--- src/rtl/cpu_datapath_pipe.sv ---
// Two-stage datapath: EX reads operands, runs ALU and shifter, and registers the result.
// WB writes that result back to the register file one cycle later, with a single-level bypass.
module cpu_datapath_pipe #(
   parameter int unsigned WIDTH = 4,
   parameter int unsigned NREGS = 8,
   localparam int unsigned AW   = $clog2(NREGS),
   localparam int unsigned CW   = 3 * AW + 7
) (
   input  logic             clk,
   input  logic             rst,
   input  logic             ctrl_valid,
   input  logic [CW-1:0]    ctrl_word,
   input  logic [WIDTH-1:0] data_in,
   output logic [WIDTH-1:0] data_out,
   output logic             out_valid,
   output logic [3:0]       state_flags
);

   localparam int MSB = WIDTH - 1;

   logic [AW-1:0]    a_sel, b_sel, d_sel;
   logic [3:0]       f_sel;
   logic [2:0]       h_sel;

   logic [WIDTH-1:0] rf_q [NREGS];
   logic [WIDTH-1:0] rf_d [NREGS];
   logic [WIDTH-1:0] data_out_q, data_out_d;
   logic [3:0]       flags_q, flags_d;
   logic             out_valid_q, out_valid_d;
   logic             wb_pending_q, wb_pending_d;
   logic [AW-1:0]    wb_dst_q, wb_dst_d;

   logic [WIDTH-1:0] bus_a, bus_b, alu_res, shift_res;
   logic [WIDTH:0]   ext_a, ext_b, arith;
   logic             carry, ovf;

   assign {a_sel, b_sel, d_sel, f_sel, h_sel} = ctrl_word;

   // Operand select: selector 0 takes data_in, a pending writeback overrides the reg file.
   always_comb begin
      bus_a = rf_q[a_sel];
      if (wb_pending_q && (wb_dst_q == a_sel)) bus_a = data_out_q;
      if (a_sel == '0) bus_a = data_in;
      bus_b = rf_q[b_sel];
      if (wb_pending_q && (wb_dst_q == b_sel)) bus_b = data_out_q;
      if (b_sel == '0) bus_b = data_in;
   end

   always_comb begin
      ext_a   = {1'b0, bus_a};
      ext_b   = {1'b0, bus_b};
      arith   = '0;
      alu_res = '0;
      carry   = 1'b0;
      ovf     = 1'b0;
      case (f_sel)
         4'd0: alu_res = bus_a;
         4'd1: begin
            arith   = ext_a + ext_b;
            alu_res = arith[WIDTH-1:0];
            carry   = arith[WIDTH];
            ovf     = (bus_a[MSB] == bus_b[MSB]) && (alu_res[MSB] != bus_a[MSB]);
         end
         4'd2: begin
            arith   = ext_a - ext_b;
            alu_res = arith[WIDTH-1:0];
            carry   = ~arith[WIDTH];
            ovf     = (bus_a[MSB] != bus_b[MSB]) && (alu_res[MSB] != bus_a[MSB]);
         end
         4'd3: begin
            arith   = ext_a + (WIDTH+1)'(1);
            alu_res = arith[WIDTH-1:0];
            carry   = arith[WIDTH];
            ovf     = ~bus_a[MSB] & alu_res[MSB];
         end
         4'd4: begin
            arith   = ext_a - (WIDTH+1)'(1);
            alu_res = arith[WIDTH-1:0];
            carry   = ~arith[WIDTH];
            ovf     = bus_a[MSB] & ~alu_res[MSB];
         end
         4'd5: alu_res = bus_a & bus_b;
         4'd6: alu_res = bus_a | bus_b;
         4'd7: alu_res = bus_a ^ bus_b;
         4'd8: alu_res = ~bus_a;
         4'd9: alu_res = bus_b;
         default: alu_res = '0;
      endcase
   end

   always_comb begin
      case (h_sel)
         3'd1:    shift_res = {alu_res[MSB-1:0], 1'b0};
         3'd2:    shift_res = {1'b0, alu_res[MSB:1]};
         3'd3:    shift_res = {alu_res[MSB], alu_res[MSB:1]};
         3'd4:    shift_res = {alu_res[MSB-1:0], alu_res[MSB]};
         3'd5:    shift_res = {alu_res[0], alu_res[MSB:1]};
         default: shift_res = alu_res;
      endcase
   end

   always_comb begin
      rf_d         = rf_q;
      data_out_d   = data_out_q;
      flags_d      = flags_q;
      out_valid_d  = 1'b0;
      wb_pending_d = 1'b0;
      wb_dst_d     = wb_dst_q;
      if (wb_pending_q && (wb_dst_q != '0)) rf_d[wb_dst_q] = data_out_q;
      if (ctrl_valid) begin
         data_out_d   = shift_res;
         // Flags describe the ALU result before the shifter.
         flags_d      = {carry, (alu_res == '0), alu_res[MSB], ovf};
         out_valid_d  = 1'b1;
         wb_pending_d = (d_sel != '0);
         wb_dst_d     = d_sel;
      end
   end

   always_ff @(posedge clk) begin
      if (rst) begin
         for (int i = 0; i < int'(NREGS); i++) rf_q[i] <= '0;
         data_out_q   <= '0;
         flags_q      <= '0;
         out_valid_q  <= 1'b0;
         wb_pending_q <= 1'b0;
         wb_dst_q     <= '0;
      end else begin
         rf_q         <= rf_d;
         data_out_q   <= data_out_d;
         flags_q      <= flags_d;
         out_valid_q  <= out_valid_d;
         wb_pending_q <= wb_pending_d;
         wb_dst_q     <= wb_dst_d;
      end
   end

   assign data_out    = data_out_q;
   assign out_valid   = out_valid_q;
   assign state_flags = flags_q;

endmodule

--- config.mk ---
export PLATFORM = sky130hd
export DESIGN_NAME = cpu_datapath_pipe
export DESIGN_NICKNAME = d
export VERILOG_FILES = /design/src/rtl/cpu_datapath_pipe.sv
export SDC_FILE = /design/constraint.sdc
export NUM_CORES = 1
export LEC_CHECK = 0
export BUFFER_PORTS_ARGS = -buffer_cell sky130_fd_sc_hd__buf_2
export CAP_MARGIN = 20
export CELL_PAD_IN_SITES_DETAIL_PLACEMENT = 0
export CELL_PAD_IN_SITES_GLOBAL_PLACEMENT = 2
export CORE_ASPECT_RATIO = 1.5
export CORE_MARGIN = 5
export CORE_UTILIZATION = 37
export CTS_CLUSTER_DIAMETER = 100
export DETAILED_ROUTE_END_ITERATION = 7
export GPL_TIMING_DRIVEN = 0
export PLACE_DENSITY = 0.9
export SLEW_MARGIN = 20
export SYNTH_ARGS = -nofsm -noshare
export SYNTH_HDL_FRONTEND = slang
export SYNTH_SLANG_ARGS = --single-unit
export TNS_END_PERCENT = 5
--- constraint.sdc ---
create_clock -name clk -period 6.1 [get_ports clk]
set_clock_uncertainty 0.1 [all_clocks]
set_input_delay 1.22 -clock clk [delete_from_list [all_inputs] [get_ports clk]]
set_output_delay 1.22 -clock clk [all_outputs]
set_load 0.02 [all_outputs]
After elaboration in Yosys (flattened, before gate mapping)
Cells that the tools add are included.
- add/subtract/negate cells: 4
- magnitude comparators: 4
- equality and inequality tests: 20
- muxes and demuxes: 18
- bitwise logic cells: 14
- reductions and logical operators: 13
- operators with widths (cell ; count):
    4-bit one-hot mux with 10 select lines ; 1
    4-bit 2-to-1 mux ; 9
    32-bit bitwise mux ; 1
    4-bit binary-select mux with 3-bit select ; 2
    4-bit one-hot mux with 5 select lines ; 1
    4-bit by 3-bit == test with 1-bit output, second input constant ; 4
    4-bit demux with 3-bit select ; 1
    4-bit >= comparator, second input constant ; 3
    3-bit NOT with 4-bit output ; 3
    4-bit by 2-bit == test with 1-bit output, second input constant ; 2
    4-bit == test, second input constant ; 2
    4-bit logical NOT ; 2
    1-bit one-hot mux with 4 select lines ; 2
    3-bit by 2-bit == test with 1-bit output, second input constant ; 2
    3-bit == test ; 2
    3-bit == test, second input constant ; 2
    1-bit logical AND ; 6
    3-bit logical NOT ; 2
    3-bit nonzero test ; 2
    4-bit by 1-bit adder with 5-bit output, second input constant ; 1
    4-bit by 4-bit adder with 5-bit output ; 1
    1-bit NOT ; 5
    4-bit by 1-bit subtractor with 5-bit output, second input constant ; 1
    4-bit by 4-bit subtractor with 5-bit output ; 1
    12 further kinds ; 15
- bits in registers: 45
- input port bits: 23
- output and inout bits: 9
- word-level logic and storage cells: 86

Logic depth before layout (Yosys ltp)
- word-level depth: 10
- gate-level depth with buffers: 18

Worst setup path before layout
No wires, ideal clock.
- path type: in2reg
- from: input port ctrl_word[14]
- to: register data_out_q[3], in the netlist data_out[3]
- arrival time: 4.655 ns
- required time: 5.880 ns
- setup slack: 1.226 ns
- stages: 14
- path buffers: 1
- cell sequence: buf_4 -> mux4_2 -> mux2i_1 -> a211oi_1 -> a21oi_1 -> inv_1 -> fa_1 -> xnor2_1 -> a32oi_1 -> o211ai_1 -> or3b_4 -> a211oi_4 -> a21oi_2 -> o31a_1
- word-level cells in the longest chain between the ends: 9
- ends and longest elaborated chain (what ; RTL line ; source):
    start, declared ; 12 ; input logic [CW-1:0] ctrl_word,
    3-bit NOT with 4-bit output (implied by the code) ; 41 ; bus_a = rf_q[a_sel];
    4-bit binary-select mux with 3-bit select ; 41 ;
    4-bit 2-to-1 mux (implied by the code) (2 in a row) ; 41 ;
    4-bit 2-to-1 mux ; 42 ; if (wb_pending_q && (wb_dst_q == a_sel)) bus_a = data_out_q;
    4-bit 2-to-1 mux (*) ; 43 ; if (a_sel == '0) bus_a = data_in;
    4-bit by 1-bit subtractor with 5-bit output (tied with other cells) ; 77 ; arith = ext_a - (WIDTH+1)'(1);
    4-bit one-hot mux with 10 select lines (*) ; 56 ; case (f_sel)
    4-bit one-hot mux with 5 select lines (*) ; 92 ; case (h_sel)
    end signal, assigned ; 130 ; data_out_q <= data_out_d;
    end, declared ; 27 ; logic [WIDTH-1:0] data_out_q, data_out_d;
Mark *: on every way between the ends. The rest lies on a longest branch, timed or not. The select of a mux whose other input is x is not followed.
A chain may end at the register's enable or synchronous reset.

Worst setup path in the final report
Ends and elaborated chain as after synthesis.

==> results.md <==
- Dominant cell type by area after synthesis: sky130_fd_sc_hd__dfxtp_1
- # IOs: 32
- Worst path cell trace: buf_2 -> buf_4 -> mux4_2 -> mux2i_1 -> a211oi_1 -> a21oi_1 -> inv_1 -> nor3_1 -> ha_1 -> nor2b_1 -> o21ai_0 -> a31oi_1 -> nor4_1 -> nand4b_1 -> o21ai_0 -> a21oi_2 -> o31a_1
- Number of antenna-violating nets in the routed design: 0
- Number of buffers created by CTS: 5
- Post CTS Setup Buffer Count: 0
- Syn Area/Cell: between 8 and 9 sq um
- Maximum number of pins on one net before global-route repair: 13
- Worst slew margin: 0.260
- Category of cells accounting for the largest share of critical-path delay: compound AO/OA/AOI/OAI gates
- Static leakage: ~1.7 nW
- Most frequent cell on the critical path: sky130_fd_sc_hd__o21ai_0
- Count of distinct cell types in the synthesized netlist: 65
- Number of stages on the worst setup path: 17
- First-pass GRT wire length: about 18000 um
- Final number of max-transition violations: 0
- Slowest library cell on the worst path: sky130_fd_sc_hd__mux4_2
- HPWL reported at the end of detailed placement: slightly below 9000 um
- Final Cycle Share: 0.921
- Number of resized instances in the post-cts repair step: 0
- First-iteration detailed-routing DRC count: between 100 and 150
- Startpoint Class: input port
- Area after DPL: approximately 4000 sq um
- # Max-Cap Violations: 0
- Core Footprint: approximately 10000 sq um
- Fraction of the core area covered by cells at the end of the flow: 0.422
- Critical path capture point: data_out[3]$_SDFFE_PP0P_
- Required time of the critical path: just over 6000 ps
- Number of flops mapped to enable cells by yosys: 0
- Most used flip-flop cell after synthesis: sky130_fd_sc_hd__dfxtp_1
- Critical path buffers and inverters: 3
- Via count: 3437
- Die Y: between 100 and 150 um
- CTS H-tree lvls: 2
- Initial core utilization: 0.381
- Outcome: finished, final reports clean
- Length of the first detailed-routing pass in iterations: 5
- Signal arrival time at the worst endpoint: around 5700 ps
- Total power per unit cell area: roughly 190 nW/um^2
- Die boundary width: slightly above 90 um
- Fill cell instance count of the final layout: 1007
- Hold Buf Count CTS: 0
- Initial antenna violation count: 0
- Slew at the pin with the worst max-slew slack: about 1100 ps
- Worst R2R Setup Slack: ~1500 ps
- Worst r2r dst: data_out[3]$_SDFFE_PP0P_
- FF+latch count, synth: 45
- Fin Hold WS: between 300 and 400 ps
- Fraction of layout cells with a size suffix above 1: 0.143
- Number of nets in the finished design: approximately 520
- Final hold vios: 0
- Worst-skew pair later-pin latency: between 200 and 300 ps
- DRC errors left: 0
- Design Power: approximately 0.77 mW
- Capturing element type of the critical path: flop
- Maximum count of clock buffers along a single path: 2
- Synthesized area: 3710 sq um
- Standard-cell row count: 44
- Depth of the most critical reg-to-reg path: 15
- Final min period: ~5600 ps
- Clk root buf: sky130_fd_sc_hd__clkbuf_16
- Worst reg2reg path startpoint: rf_q[1]$_SDFFE_PP0P_
- Maximum resistive drop on vdd: between 0.15 and 0.2 mV
- Number of inserted diodes: 0
- TritonCTS clock tree: done
- Hold path startpoint: state_flags[2]$_SDFFE_PP0P_
- GRT Overall Usage: 0.190
- Max Freq: between 150 and 200 MHz
- Category of the most critical setup path: input port to flop
- Worst hold-check path type: flop to flop
- Synth async-reset ratio: 0
- Sequential cell area fraction in the yosys report: 0.243
- Aggregate routed wire length: 11300 um
- Synthesis-to-finish area growth: 11.0%
- Number of warnings issued by yosys: 0
- Post-synth top area share: 0.243
- Leading post-synthesis cells by cell area: sky130_fd_sc_hd__dfxtp_1, sky130_fd_sc_hd__mux2i_1, sky130_fd_sc_hd__nor2_1
- Unrepaired setup endpoints after global routing: no
- Number of nets produced by synthesis: around 490
- Launch point of the worst path: ctrl_word[14]
- Post-synthesis cell count: roughly 450
- Global route total overflow: 0
- Summed area of non-filler cells in the final layout: just over 4000 sq um
- Largest stage delay on the critical path: about 520 ps
- Highest net fanout along the worst path: 10
- Number of global-route vias before repair: about 3500
- Total setup violations reported at the end of the flow: 0
- Routability congestion estimate: ~0.91
- Quantity of I/O buffers inserted on ports: 24
- Cell with the most instances after synthesis: sky130_fd_sc_hd__nor2_1
- WHS Path Cells: 2
- Average wire length per cell after detail routing: 18.9 um
- Commonest cells post-synth: sky130_fd_sc_hd__nor2_1, sky130_fd_sc_hd__dfxtp_1, sky130_fd_sc_hd__a21oi_1, sky130_fd_sc_hd__mux2i_1, sky130_fd_sc_hd__inv_1
- Final total negative setup slack: 0 ps
- Num Clock Sinks: between 40 and 50
- CTS clock-pin slew for the worst setup and hold paths: roughly 60 ps
- Per-cell via count in the routed design: ~5.7
- DIE AREA: about 12000 sq um
==> how the worst min path moves through the flow <==
| stage | end | slack (ps) |
|---|---|---|
| after floorplan | rf_q[29]$_SDFFE_PP0P_ | 350 |
| after global placement | state_flags[2]$_SDFFE_PP0P_ | 360 |
| after detailed placement | state_flags[2]$_SDFFE_PP0P_ | 360 |
| after CTS | state_flags[2]$_SDFFE_PP0P_ | 370 |
| after global routing | state_flags[2]$_SDFFE_PP0P_ | 400 |
| final | state_flags[2]$_SDFFE_PP0P_ | 370 |
==> power breakdown <==
part	leakage, nW	internal (mW)	switching (mW)
Clock	0.0700	0.161	0.107
Sequential	0.365	0.300	0.00715
Combinational	1.22	0.0725	0.124
Total	1.66	0.534	0.239
==> final cells by class <==
type / count / area, sq um / area share
tap: 115 / 144 / 0.0350
inverter: 23 / 88.8 / 0.0216
clock buffer: 7 / 143 / 0.0347
multi-input combinational: 353 / 2570 / 0.624
sequential: 45 / 901 / 0.219
timing repair buffer: 24 / 120 / 0.0292
buffer: 31 / 153 / 0.0371
==> stage by stage <==
step | setup WS, ps | std cells
2_1_floorplan | 1230 | 452
3_3_place_gp | 293 | 591
3_5_place_dp | 211 | 591
4_1_cts | 509 | 598
5_1_grt | 153 | 598
6_report | 481 | 598
==> worst reg2reg max path, stage by stage (launching register included) <==
cell and delay (ps):
sky130_fd_sc_hd__dfxtp_1 330, sky130_fd_sc_hd__mux4_2 460, sky130_fd_sc_hd__mux2i_1 270, sky130_fd_sc_hd__a211oi_1 120, sky130_fd_sc_hd__a21oi_1 430, sky130_fd_sc_hd__inv_1 250, sky130_fd_sc_hd__nor3_1 410, sky130_fd_sc_hd__ha_1 310
sky130_fd_sc_hd__nor2b_1 120, sky130_fd_sc_hd__o21ai_0 160, sky130_fd_sc_hd__a31oi_1 120, sky130_fd_sc_hd__nor4_1 320, sky130_fd_sc_hd__nand4b_1 430, sky130_fd_sc_hd__o21ai_0 360, sky130_fd_sc_hd__a21oi_2 50, sky130_fd_sc_hd__o31a_1 300
==> routing by layer <==
layer | track usage | share of wire | wire (um) | up-vias
met5 | 0 | 0 | 0 | -
met4 | 0.106 | 0.045 | 507 | 0
met3 | 0.0250 | 0.032 | 357 | 27
met2 | 0.357 | 0.53 | 6030 | 79
met1 | 0.200 | 0.39 | 4410 | 1624
li1 | - | - | - | 1707
==> kinds of logic (layout without fill, tap and decap cells) <==
kind of cell / count (synthesis) / in the layout / share of synthesized area
buffers and inverters: 54 / 85 / 0.0651
adders and majority gates: 18 / 18 / 0.0648
xor gates and xnor gates: 10 / 10 / 0.0297
and+or+nand+nor: 171 / 171 / 0.234
AOI/OAI and AO/OA: 108 / 108 / 0.189
DFF: 45 / 45 / 0.243
muxes: 46 / 46 / 0.175
==> sequential cells by signal, summed over array words and instances, names as in the netlist <==
| name | count |
|---|---|
| out_valid | 1 |
| data_out | 4 |
| wb_dst_q | 3 |
| state_flags | 4 |
| rf_q | 32 |
| wb_pending_q | 1 |
==> cells in the final DEF, fill, tap and decap left out, types with 3 or more instances in the layout <==
cell	n
sky130_fd_sc_hd__a21oi_1	39
sky130_fd_sc_hd__and2_1	4
sky130_fd_sc_hd__xnor2_2	3
sky130_fd_sc_hd__o21ai_0	15
sky130_fd_sc_hd__nor3_1	13
sky130_fd_sc_hd__clkbuf_1	17
sky130_fd_sc_hd__a22o_1	5
sky130_fd_sc_hd__nor4bb_1	3
sky130_fd_sc_hd__nor2b_1	11
sky130_fd_sc_hd__nand4b_1	4
sky130_fd_sc_hd__a21o_1	3
sky130_fd_sc_hd__nor4_1	4
sky130_fd_sc_hd__nor2_1	75
sky130_fd_sc_hd__dfxtp_1	45
sky130_fd_sc_hd__a31oi_1	7
sky130_fd_sc_hd__a22oi_1	4
sky130_fd_sc_hd__clkbuf_16	5
sky130_fd_sc_hd__nand4_1	3
sky130_fd_sc_hd__o22ai_1	3
sky130_fd_sc_hd__mux4_2	7
sky130_fd_sc_hd__buf_2	35
sky130_fd_sc_hd__xnor2_1	7
sky130_fd_sc_hd__nand3_1	14
sky130_fd_sc_hd__mux2i_1	31
sky130_fd_sc_hd__inv_1	21
sky130_fd_sc_hd__or3_1	3
sky130_fd_sc_hd__o31a_1	3
sky130_fd_sc_hd__nand2_1	18
sky130_fd_sc_hd__nand2b_1	4
sky130_fd_sc_hd__ha_1	16
sky130_fd_sc_hd__mux4_1	6
sky130_fd_sc_hd__a211oi_1	5
sky130_fd_sc_hd__o211ai_1	8
Note: power is estimated with default switching activity, not from simulation.
